<file path="src/rtl/window_gen_5x5_pkg.sv">
// ==========================================================================
// window_gen_5x5_pkg : shared constants and val-k slice helper | Rev 1.0
// ==========================================================================
`default_nettype none

package window_gen_5x5_pkg;

   localparam int WIN_DIM   = 5;
   localparam int WIN_N     = WIN_DIM * WIN_DIM;
   localparam int PIX_W_DEF = 8;
   localparam int LINES     = WIN_DIM - 1;

   // Bit offset of window value k (1-based) inside a flattened window bus
   function automatic int val_lsb(input int k, input int pix_w);
      return (k - 1) * pix_w;
   endfunction

endpackage

`default_nettype wire

</file>
<file path="src/rtl/window_gen_5x5_line_delay.sv">
// ==========================================================================
// line_delay : one image row of pixel delay, advanced on en | Rev 1.0
// ==========================================================================
`default_nettype none

module line_delay
   import window_gen_5x5_pkg::*;
#(
   parameter int DEPTH = 28,
   parameter int PIX_W = PIX_W_DEF
)(
   input  logic             clk,
   input  logic             en,
   input  logic [PIX_W-1:0] din,
   output logic [PIX_W-1:0] dout
);

   logic [PIX_W-1:0] r_mem [DEPTH];

   // Contents are never cleared; window validity comes from the counters
   always_ff @(posedge clk) begin
      if (en) begin
         r_mem[0] <= din;
         for (int i = 1; i < DEPTH; i++) begin
            r_mem[i] <= r_mem[i-1];
         end
      end
   end

   assign dout = r_mem[DEPTH-1];

endmodule

`default_nettype wire

</file>
<file path="src/rtl/window_gen_5x5.sv">
// ==========================================================================
// window_gen_5x5 : streaming 5x5 interior-window generator | Rev 1.0
// ==========================================================================
`default_nettype none

module window_gen_5x5
   import window_gen_5x5_pkg::*;
#(
   parameter int IMG_W = 28,
   parameter int IMG_H = 28,
   parameter int PIX_W = PIX_W_DEF
)(
   input  logic                   clk,
   input  logic                   rst,
   input  logic [PIX_W-1:0]       pix_in,
   input  logic                   pix_valid,
   input  logic                   frame_start,
   output logic [WIN_N*PIX_W-1:0] win_flat,
   output logic                   win_valid,
   output logic                   frame_done
);

   localparam int               CNT_W      = 8;
   localparam logic [CNT_W-1:0] C_LAST_COL = CNT_W'(IMG_W - 1);
   localparam logic [CNT_W-1:0] C_LAST_ROW = CNT_W'(IMG_H - 1);
   localparam logic [CNT_W-1:0] C_EDGE     = CNT_W'(WIN_DIM - 1);

   logic [CNT_W-1:0]       r_col, r_row;
   logic [CNT_W-1:0]       w_col, w_row;
   logic                   w_last, w_win;
   logic [PIX_W-1:0]       w_line_out [LINES];
   logic [PIX_W-1:0]       w_tap      [WIN_DIM];
   logic [PIX_W-1:0]       r_hist     [WIN_DIM][WIN_DIM-1];
   logic [PIX_W-1:0]       w_win_px   [WIN_DIM][WIN_DIM];
   logic [WIN_N*PIX_W-1:0] w_flat;

   // Position of the pixel presented this cycle; frame_start forces (0,0)
   always_comb begin
      w_col  = frame_start ? '0 : r_col;
      w_row  = frame_start ? '0 : r_row;
      w_last = (w_col == C_LAST_COL) && (w_row == C_LAST_ROW);
      w_win  = (w_col >= C_EDGE) && (w_row >= C_EDGE);
   end

   generate
      for (genvar i = 0; i < LINES; i++) begin : g_line
         logic [PIX_W-1:0] w_din;
         if (i == 0) begin : g_head
            assign w_din = pix_in;
         end else begin : g_chain
            assign w_din = w_line_out[i-1];
         end
         line_delay #(
            .DEPTH (IMG_W),
            .PIX_W (PIX_W)
         ) u_line (
            .clk  (clk),
            .en   (pix_valid),
            .din  (w_din),
            .dout (w_line_out[i])
         );
         assign w_tap[WIN_DIM-2-i] = w_line_out[i];
      end
   endgenerate

   assign w_tap[WIN_DIM-1] = pix_in;

   // Window including the pixel just accepted: four held columns plus the taps
   generate
      for (genvar r = 0; r < WIN_DIM; r++) begin : g_wr
         for (genvar c = 0; c < WIN_DIM; c++) begin : g_wc
            if (c < WIN_DIM - 1) begin : g_hist
               assign w_win_px[r][c] = r_hist[r][c];
            end else begin : g_new
               assign w_win_px[r][c] = w_tap[r];
            end
            assign w_flat[val_lsb(r*WIN_DIM + c + 1, PIX_W) +: PIX_W] = w_win_px[r][c];
         end
      end
   endgenerate

   always_ff @(posedge clk) begin
      if (pix_valid) begin
         for (int r = 0; r < WIN_DIM; r++) begin
            for (int c = 0; c < WIN_DIM - 1; c++) begin
               r_hist[r][c] <= w_win_px[r][c+1];
            end
         end
      end
   end

   always_ff @(posedge clk) begin
      if (!rst) begin
         r_col      <= '0;
         r_row      <= '0;
         win_flat   <= '0;
         win_valid  <= 1'b0;
         frame_done <= 1'b0;
      end else begin
         win_valid  <= 1'b0;
         frame_done <= 1'b0;
         if (pix_valid) begin
            if (w_last) begin
               r_col      <= '0;
               r_row      <= '0;
               frame_done <= 1'b1;
            end else if (w_col == C_LAST_COL) begin
               r_col <= '0;
               r_row <= w_row + 1'b1;
            end else begin
               r_col <= w_col + 1'b1;
               r_row <= w_row;
            end
            if (w_win) begin
               win_flat  <= w_flat;
               win_valid <= 1'b1;
            end
         end
      end
   end

endmodule

`default_nettype wire

</file>
<file path="config.mk">
export PLATFORM = sky130hd
export DESIGN_NAME = window_gen_5x5
export DESIGN_NICKNAME = d
export VERILOG_FILES = /design/src/rtl/window_gen_5x5_pkg.sv /design/src/rtl/window_gen_5x5_line_delay.sv /design/src/rtl/window_gen_5x5.sv
export SDC_FILE = /design/constraint.sdc
export NUM_CORES = 1
export LEC_CHECK = 0
export ABC_AREA = 1
export BUFFER_PORTS_ARGS = -buffer_cell sky130_fd_sc_hd__buf_2
export CAP_MARGIN = 10
export CORE_AREA = 2 2 269 271
export CTS_BUF_LIST = sky130_fd_sc_hd__clkbuf_8
export CTS_CLUSTER_DIAMETER = 120
export DETAILED_ROUTE_END_ITERATION = 10
export DIE_AREA = 0 0 271 273
export PLACE_DENSITY = 0.84
export SLEW_MARGIN = 30
export SYNTH_ARGS = -nofsm -noshare
export SYNTH_HDL_FRONTEND = slang
export SYNTH_SLANG_ARGS = --single-unit
</file>
<file path="constraint.sdc">
create_clock -name clk -period 1.85 [get_ports clk]
set_clock_uncertainty 0.15 [all_clocks]
set_input_delay 0.185 -clock clk [delete_from_list [all_inputs] [get_ports clk]]
set_output_delay 0.185 -clock clk [all_outputs]
set_load 0.02 [all_outputs]
</file>
After elaboration in Yosys (flattened, before gate mapping) --
Memories as Yosys holds them, arrays and structs flattened. Cells that the tools add are included.
Operators by class: reductions and logical operators 4, eq/ne operators 2, $add $sub $neg 2, $lt $le $gt $ge 2, muxes and demuxes 10
Operators by type and width (count):
- 2-to-1 mux 8 bit | 6
- adder 8 x 1 -> 8 bit, second input constant | 2
- == test 8 x 5 -> 1 bit, second input constant | 2
- >= comparator 8 x 3 -> 1 bit, second input constant | 2
- 2-to-1 mux 1 bit | 4
- AND reduction 2 bit | 2
- logical AND 1 bit | 2
Storage, ports and cells: logic and storage cells 30, memory bits (writable) 1056, flip-flop bits (word level) 218, output and inout port bits 202, bits of input ports 12, memories kept 5
Memories:
- g_line[0].u_line.r_mem | words 28, width 8, rd ports 28, clocked after Yosys merged registers in 0, write ports 28, line window_gen_5x5_line_delay.sv:18 | logic [PIX_W-1:0] r_mem [DEPTH];
- g_line[1].u_line.r_mem | words 28, width 8, rd ports 28, clocked after Yosys merged registers in 0, write ports 28, line window_gen_5x5_line_delay.sv:18
- g_line[2].u_line.r_mem | words 28, width 8, rd ports 28, clocked after Yosys merged registers in 0, write ports 28, line window_gen_5x5_line_delay.sv:18
- g_line[3].u_line.r_mem | words 28, width 8, rd ports 28, clocked after Yosys merged registers in 0, write ports 28, line window_gen_5x5_line_delay.sv:18
- r_hist | words 5, width 32, rd ports 5, clocked after Yosys merged registers in 0, write ports 5, line window_gen_5x5.sv:33 | logic [PIX_W-1:0] r_hist [WIN_DIM][WIN_DIM-1];

Depth between registers and ports, before layout --
Gate-level depths: netlist of the first run.
word-level depth 4, gate-level depth with buffers 14, gate-level depth less buffers 13

Cells and area by module --
A second synthesis of the first run with hierarchy kept.
Unflattened totals: cell total of the unflattened synthesis 2209, area, all modules 40819.1 µm²
By module, submodules not included:
- line_delay | instances 4, seq. area each 6726.5 µm², area each 6786.5 µm², cells each 232
- window_gen_5x5 | instances 1, seq. area each 9168.8 µm², area each 13673.1 µm², cells each 1281

Least setup slack after synthesis of the first run --
OpenSTA, ideal clock, no wires.
path type register to register, from register r_col[0], to register r_row[0], path buffers 0, setup slack 110 ps, arrival time 1458 ps, data required time 1568 ps, stages on the path, launching flop included 11, setup time 132 ps, clock period less this slack 1740 ps, cell sequence dfxtp_1 > inv_1 > nor2_1 > ha_1 > inv_1 > nor2_1 > nand3_1 > nor2_2 > nand2_1 > nand3_1 > a21oi_1
Between the ends: word-level cells in the longest chain between the ends 4, elaborated cells between the ends (all ways) 5, classes of those cells eq/ne: 1; mux: 3; reduce/logical: 1
RTL lines:
- from (decl) | line window_gen_5x5.sv:28 | logic [CNT_W-1:0] r_col, r_row;
- from (signal assigned) | line window_gen_5x5.sv:111 | r_col <= w_col + 1'b1;
- 2-to-1 mux 8 bit * | line window_gen_5x5.sv:39 | w_col = frame_start ? '0 : r_col;
- == test 8 x 5 -> 1 bit * | line window_gen_5x5.sv:41, window_gen_5x5.sv:107
- 2-to-1 mux 8 bit / logical AND 1 bit (equally long branches) | line window_gen_5x5.sv:107, window_gen_5x5.sv:41
- 2-to-1 mux 8 bit * | line window_gen_5x5.sv:103 | if (w_last) begin
- to (signal assigned) | line window_gen_5x5.sv:109 | r_row <= w_row + 1'b1;
- to (signal assigned) | line window_gen_5x5.sv:112 | r_row <= w_row;
- to (decl) | line window_gen_5x5.sv:28
Every way passes the cells marked *; elsewhere a longest branch is shown, timed or not. A chain may end at the register's enable or synchronous reset.

Worst setup path in the final report of the first run --
from register r_col[3], to register win_flat[79]
Between the ends: word-level cells in the longest chain between the ends 4
RTL lines:
- 2-to-1 mux 8 bit | line window_gen_5x5.sv:39
- >= comparator 8 x 3 -> 1 bit | line window_gen_5x5.sv:42 | w_win = (w_col >= C_EDGE) && (w_row >= C_EDGE);
- logical AND 1 bit | line window_gen_5x5.sv:42
- AND reduction 2 bit (no line)
- to (signal assigned) | line window_gen_5x5.sv:115 | win_flat <= w_flat;
- to (decl) | line window_gen_5x5.sv:18 | output logic [WIN_N*PIX_W-1:0] win_flat,
No other way between the ends.

==> results_dict.tcl, run 1 <==
set metrics [dict create \
    run_status "finished with violations" \
    violations "setup timing" \
    dr.max_layer_used "met4" \
    layout_setup_ws_ns -0.1511 \
    syn_inst 2041 \
    p_per_area_nw_per_um2 1116 \
    r2r-start "r_col[3]" \
    cap_violations 0 \
    dp_cells 3186 \
    routed_wl_mm 81.87 \
    r2r_slack_ns -0.15 \
    cts.sinks 1146 \
    htreeDepth 4 \
    clockBufferDepth 3 \
    area_growth_pct 21.50 \
    tightest_slew_ns 0.5225 \
    seq_area_frac_synth 0.8783 \
    drc 0 \
    wl_met2_mm 38.07 \
    max_slew_margin 0.6517 \
    ys_types 24 \
    die_w_um 271 \
    path_clk_slew_ns 0.08 \
    ir_drop_mv 0.9161 \
    drive_gt1_frac 0.2778 \
    nNetsFinal 2486 \
    crit_start "r_col[3]" \
    ios 214 \
    gr-usage-all-layers 0.1950 \
    clock_latency_ns 0.82 \
    crit_end "win_flat[79]" \
    grt_pass1_vias 18879 \
    timing.rr.end "win_flat[79]" \
    via_count 20061 \
    wl_met3_mm 8.188 \
    synth_edf_count 928 \
    place_hpwl_mm 40.95 \
    end_kind "flop" \
    synth-seq-cells 1146 \
    rsz0062_at_grt "yes" \
    hold_violations 0 \
    drt_iter0_markers 2280 \
    final_util 0.6280 \
    place_congestion 0.8362 \
    place_worst_setup_slack_ns -0.1885 \
    fillers 4447 \
    arrival_ns 2.55 \
    cts-root-buf "clkbuf_8" \
    min_path_type "input port to flop" \
    p_leak_uw 0.01599 \
    die_h_um 273 \
    rows 98 \
    avgSynthCellArea_um2 17.98 \
    drt-met1-wl_mm 32.53 \
    core_area_um2 71000 \
    cp_max_fo 27 \
    wire_per_inst_um 22.97 \
    via_per_inst 5.629 \
    gr-total-overflow 0 \
    yosysWarningCount 0 \
    cts_buffers 166 \
    port_buffers 213 \
    fin_cells 3564 \
    fin_crit_ns 2.001 \
    grt_first_pass_wirelength_mm 110.2 \
    drv_slew 0 \
    ys_async_sr_fraction 0 \
    synth_fp_nets 2057 \
    antenna_found_initial 2 \
    syn_area_um2 36700 \
    ant_nets 0 \
    initial_core_util 0.5169 \
    period_share 1.082 \
    worstSetupStartpointType "flop" \
    tritoncts "built" \
    drt_pass1_iterations 6 \
    setup_violations 144 \
    synth_ff_type "edfxtp_1" \
    grt_max_degree 67 \
    max_freq_mhz 499.7 \
    path_class "flop to flop" \
    ff2ff_path_depth 10 \
    worstPathRequired_ns 2.40 \
    dieArea_um2 73980 \
]
-- sequential cells by signal, summed over array words and instances (netlist names) --
name,cells
r_col,8
win_flat,200
r_hist,125
win_valid,1
frame_done,1
g_line.u_line.r_mem,803
r_row,8
-- synthesized netlist by cell type (2+ instances only) --
master / count / area (µm²)
ha_1: 4 / 50.05
edfxtp_1: 928 / 27870
buf_1: 5 / 18.77
nor2_1: 26 / 97.59
a21oi_1: 214 / 1071
nand4_1: 206 / 1289
buf_6: 22 / 247.7
o21ai_0: 4 / 20.02
dfxtp_1: 218 / 4364
xor2_1: 2 / 17.52
nor3_1: 2 / 10.01
buf_2: 45 / 225.2
nand2_1: 269 / 1010
clkbuf_1: 43 / 161.4
inv_1: 23 / 86.33
inv_2: 2 / 7.510
nand3_1: 21 / 105.1
-- final cells by class --
type                            instances  area [µm²]  area share
Clock inverter                        129       688.2     0.01543
Antenna cell                            1       2.502  0.00005612
Clock buffer                          182        2505     0.05618
Sequential cell                      1146       32240      0.7231
Inverter                               26       102.6    0.002301
Timing Repair Buffer                  376        3537     0.07933
Tap cell                              950        1189     0.02666
Multi-Input combinational cell        754        4322     0.09693
-- how the worst min path moves through the flow --
stage	from	endpoint	cells after the start	slack, ns
after global routing	pix_in[4]	g_line[0].u_line.r_mem[0][4]	2	0.03
after floorplan	pix_in[0]	g_line[0].u_line.r_mem[0][0]	0	0.13
after global placement	g_line[1].u_line.r_mem[0][33]	g_line[1].u_line.r_mem[0][41]	0	0.25
after CTS	pix_in[4]	g_line[0].u_line.r_mem[0][4]	2	0.0008
final	pix_in[4]	g_line[0].u_line.r_mem[0][4]	2	0.1
after detailed placement	g_line[0].u_line.r_mem[0][72]	g_line[0].u_line.r_mem[0][80]	0	0.25
-- critical path, cell delays in order (launching register included) --
cell and delay, ns:
dfxtp_2 0.36, inv_2 0.06, nor2_4 0.12, nor2_2 0.04, nand4_1 0.14, buf_12 0.14, buf_8 0.12, buf_12 0.17
clkbuf_16 0.24, nand4_1 0.13, a21oi_1 0.20
-- cells by family (layout without fill, tap and decap cells) --
group | Yosys count | in the layout | synth area share
AOI/OAI and AO/OA | 220 | 220 | 0.03007
buffers and inverters | 141 | 713 | 0.02046
other | 0 | 1 | 0
adders and majority gates | 4 | 4 | 0.001364
DFF | 1146 | 1146 | 0.8783
xor gates and xnor gates | 3 | 3 | 0.0007161
and+or+nand+nor | 527 | 527 | 0.06908
-- stage by stage --
stage          setup TNS, ns  area [µm²]  total power, µW  hold slack [ns]
3_3_place_gp          -1.370       39540            30860           0.2508
3_5_place_dp          -12.45       39540            30950           0.2545
2_1_floorplan              0       36700            30070           0.1339
5_1_grt               -26.85       44580            51460          0.03324
6_report              -6.258       44590            49770          0.09521
4_1_cts              -0.2701       43380            49930        0.0007803
-- layer usage --
layer / GRT usage / up-vias
met3: 0.05764 / 238
met2: 0.2921 / 1245
met1: 0.2721 / 9916
met4: 0.07502 / 0
met5: 0 / -
li1: - / 8662
-- where the power goes --
group	internal [µW]	leakage (µW)	switching, µW	total [µW]
Combinational	217	0.00325	650	867
Clock	9700	0.00190	9550	19200
Sequential	29200	0.0108	477	29700
Total	39100	0.0160	10700	49800
-- cells in the final DEF (no fill, tap or decap), types with 3 or more instances in the layout --
cell and count:
a21oi_1 148, a21oi_2 65, buf_12 40, buf_16 13
buf_2 212, buf_4 60, buf_6 7, buf_8 5
bufinv_16 4, clkbuf_16 20, clkbuf_8 182, clkinv_1 29
clkinv_2 15, dfxtp_1 210, dfxtp_2 8, dlygate4sd3_1 18
edfxtp_1 928, inv_1 87, inv_2 8, inv_6 3
inv_8 5, nand2_1 212, nand2_2 31, nand2_4 26
nand3_1 19, nand4_1 206, nor2_1 19, nor2_2 4
nor2_4 4
-- timing repair --
item / CTS / global route
setup buffers: 9 / 8
resized for setup: 34 / 183
setup endpoints to repair: 84 / 209
hold endpoints to repair: 1055 / 0
hold buffers: 18 / 0
pin swaps: 8 / 60
cloned: 10 / 23
Power figures use the tool's default switching activity.
==> run 2: changes to the inputs <==
--- a/config.mk
+++ b/config.mk
@@ -5,14 +5,13 @@
 export SDC_FILE = /design/constraint.sdc
 export NUM_CORES = 1
 export LEC_CHECK = 0
-export ABC_AREA = 1
 export BUFFER_PORTS_ARGS = -buffer_cell sky130_fd_sc_hd__buf_2
 export CAP_MARGIN = 10
-export CORE_AREA = 2 2 269 271
+export CORE_AREA = 2 2 268 270
 export CTS_BUF_LIST = sky130_fd_sc_hd__clkbuf_8
 export CTS_CLUSTER_DIAMETER = 120
 export DETAILED_ROUTE_END_ITERATION = 10
-export DIE_AREA = 0 0 271 273
+export DIE_AREA = 0 0 270 272
 export PLACE_DENSITY = 0.84
 export SLEW_MARGIN = 30
 export SYNTH_ARGS = -nofsm -noshare
==> results_dict.tcl, run 2 <==
set metrics [dict create \
    run_status "finished with violations" \
    violations "setup timing" \
    cts_buffers 168 \
    syn_inst 1929 \
    clockBufferDepth 3 \
    synth_fp_nets 1945 \
    min_from "pix_in[3]" \
    area_growth_pct 21.58 \
    cap_violations 0 \
    path_clk_slew_ns 0.07 \
    place_hpwl_mm 38.22 \
    ff2ff_path_depth 7 \
    antenna_found_initial 2 \
    nNetsFinal 2376 \
    min_path_type "input port to flop" \
    ys_async_sr_fraction 0 \
    fin_cells 3453 \
    initial_core_util 0.5149 \
    path_class "flop to flop" \
    port_buffers 213 \
    fillers 4331 \
    end_kind "flop" \
    intPower_uw 39840 \
    switching_power_uw 10840 \
    synth.area.top_cells "edfxtp_1 (76%), dfxtp_1 (12%), nand2_1 (4.3%)" \
    hold_violations 0 \
    p_leak_uw 0.01600 \
    fin_crit_ns 2.322 \
    r2r-start "r_row[7]" \
    cp_max_fo 8 \
    ys_types 42 \
    max_slew_margin 0.5618 \
    grt_pass1_vias 18507 \
    place_congestion 0.8178 \
    crit_slowest_cell "or4_4" \
    crit_chain "or4_4 -> or3_4 -> nand3_4 -> buf_12 -> clkbuf_16 -> nand2_1 -> a21boi_1" \
    synth_edf_count 928 \
    synth-seq-cells 1146 \
    via_count 18556 \
    grt_first_pass_wirelength_mm 107.9 \
    setup_violations 215 \
    yosys.area.top_type "edfxtp_1" \
    ios 214 \
    max_freq_mhz 430.7 \
    worstPathRequired_ns 2.43 \
    cts-root-buf "clkbuf_8" \
    ant_nets 0 \
    die_w_um 270 \
    yosys-top-cells-count "edfxtp_1 (928), nand2_1 (419), dfxtp_1 (218)" \
    gr-usage-all-layers 0.1941 \
    top_register "g_line.u_line.r_mem" \
    synth_ff_type "edfxtp_1" \
    drive_gt1_frac 0.3004 \
    combPwrFrac 0.015 \
    rows 98 \
    yosysWarningCount 0 \
    cpPeakStageDelay_ns 0.54 \
    multi_input_area_um2 4599 \
    die_h_um 272 \
    clkPwrFrac 0.400 \
    wire_per_inst_um 22.26 \
    dieArea_um2 73440 \
    largest_reg_flops 803 \
    seq_power_share 0.586 \
    p_per_area_nw_per_um2 1144 \
    drv_slew 0 \
    worstSetupStartpointType "flop" \
    ff_latch_area_um2 32230 \
    dp_cells 3084 \
    seq_area_frac_synth 0.8847 \
    layout_common_cells "edfxtp_1 (928), nand2_1 (304), dfxtp_1 (215)" \
    grt_max_degree 124 \
    timing.rr.end "win_flat[180]" \
    layout_commonest_cell "edfxtp_1" \
    cts.sinks 1146 \
    via_per_inst 5.374 \
    drt_iter0_markers 2203 \
    switching_share 0.2139 \
    synth_top_area_frac 0.7649 \
    htreeDepth 4 \
    min_delay_path_depth 4 \
    synth_most_common_cell "edfxtp_1" \
    core_area_um2 70750 \
    arrival_ns 2.90 \
    r2r_slack_ns -0.47 \
    largestRegisters "g_line.u_line.r_mem (803), win_flat (200), r_hist (125)" \
    rsz0062_at_grt "yes" \
    period_share 1.255 \
    drt_pass1_iterations 6 \
    ir_drop_mv 0.9328 \
    n_antenna_cell 0 \
    clock_latency_ns 0.82 \
    syn_area_um2 36430 \
    tightest_slew_ns 0.6573 \
    hold-path-endpoint "win_flat[195]" \
    gr-total-overflow 0 \
    drc 0 \
    tritoncts "built" \
    final_util 0.6260 \
    layout_setup_ws_ns -0.4719 \
    routed_wl_mm 76.85 \
    avgSynthCellArea_um2 18.89 \
]
## run 2: changes by cell type after synthesis, moves of 17 or more
cell      change
a21boi_1    +200
nand2_1     +150
inv_1        -17
nand3_1      -17
nand4_1     -203
a21oi_1     -211
nor2_1       -23
buf_4        +20
buf_2        -42
## run 2: power by group through the flow
stage / clock (µW) / sequential, µW / combinational [µW]
after floorplan: 0 / 29900 / 138
after global placement: 0 / 30100 / 662
after detailed placement: 0 / 30200 / 699
after CTS: 20300 / 29700 / 731
after global routing: 21600 / 29800 / 803
final: 20200 / 29700 / 745
## run 2: routing by layer
metal | global-route usage | part of all wire | vias to the layer above | wire length (µm)
li1 | - | - | 8007 | -
met1 | 0.2586 | 0.39 | 9295 | 29930
met2 | 0.3088 | 0.48 | 1062 | 37190
met3 | 0.05298 | 0.091 | 190 | 7012
met4 | 0.07222 | 0.035 | 2 | 2714
met5 | 0 | 0.000091 | - | 7
## run 2: layout make-up
type	count	share of cell area
well taps	950	0.02684
repair buffers	333	0.06483
clock inverters	125	0.01777
inverters	6	0.0005085
multi-input cells	705	0.1038
clock buffers	188	0.05842
flip-flops and latches	1146	0.7278
## run 2: through the flow
step | setup slack [ns] | hold WS, ns | power (µW) | TNS [ns] | cell area (µm²)
4_1_cts | -0.4269 | 0.002348 | 50740 | -77.44 | 43630
2_1_floorplan | -0.2644 | 0.1339 | 30060 | -43.83 | 36440
3_5_place_dp | -0.3987 | 0.2340 | 30860 | -63.98 | 39030
5_1_grt | -0.4999 | 0.02890 | 52220 | -86.04 | 44290
6_report | -0.4719 | 0.06376 | 50680 | -75.52 | 44290
3_3_place_gp | -0.3124 | 0.2312 | 30780 | -54.78 | 39030
## run 2: worst max-delay path by stage
stage | start | end | slack [ns] | depth (start not counted)
floorplan | r_col[7] | win_valid | -0.26 | 7
global placement | r_col[7] | win_flat[35] | -0.31 | 7
detailed placement | r_col[7] | win_flat[25] | -0.40 | 7
CTS | r_col[6] | win_flat[134] | -0.43 | 7
global route | r_row[5] | win_flat[180] | -0.50 | 7
finish | r_row[7] | win_flat[180] | -0.47 | 7
## run 2: logic make-up (layout without fill, tap and decap cells)
logic type                 count (synthesis)  after routing  synth area share
buffers and inverters                     78            652           0.01453
and+or+nand+nor                          464            464           0.05097
adders and majority gates                  4              4          0.001374
muxes                                      2              2         0.0005495
AOI/OAI and AO/OA                        235            235           0.04784
DFF                                     1146           1146            0.8847
## run 2: worst max-delay path: cells and delay by family, from the launching register on
| kind | cells | cell delay (ns) |
|---|---|---|
| AOI/OAI and AO/OA | 1 | 0.17 |
| buffers and inverters | 2 | 0.42 |
| DFF | 1 | 0.33 |
| and+or+nand+nor | 4 | 1.15 |
## run 2: repair_timing
action                     in CTS  in global routing
gates cloned                   14                  8
setup endpoints to repair     214                215
buffers inserted               14                  5
pin swaps                     107                 86
hold buffers                   20                  0
gates resized for setup       156                153
hold endpoints to repair      543                  0
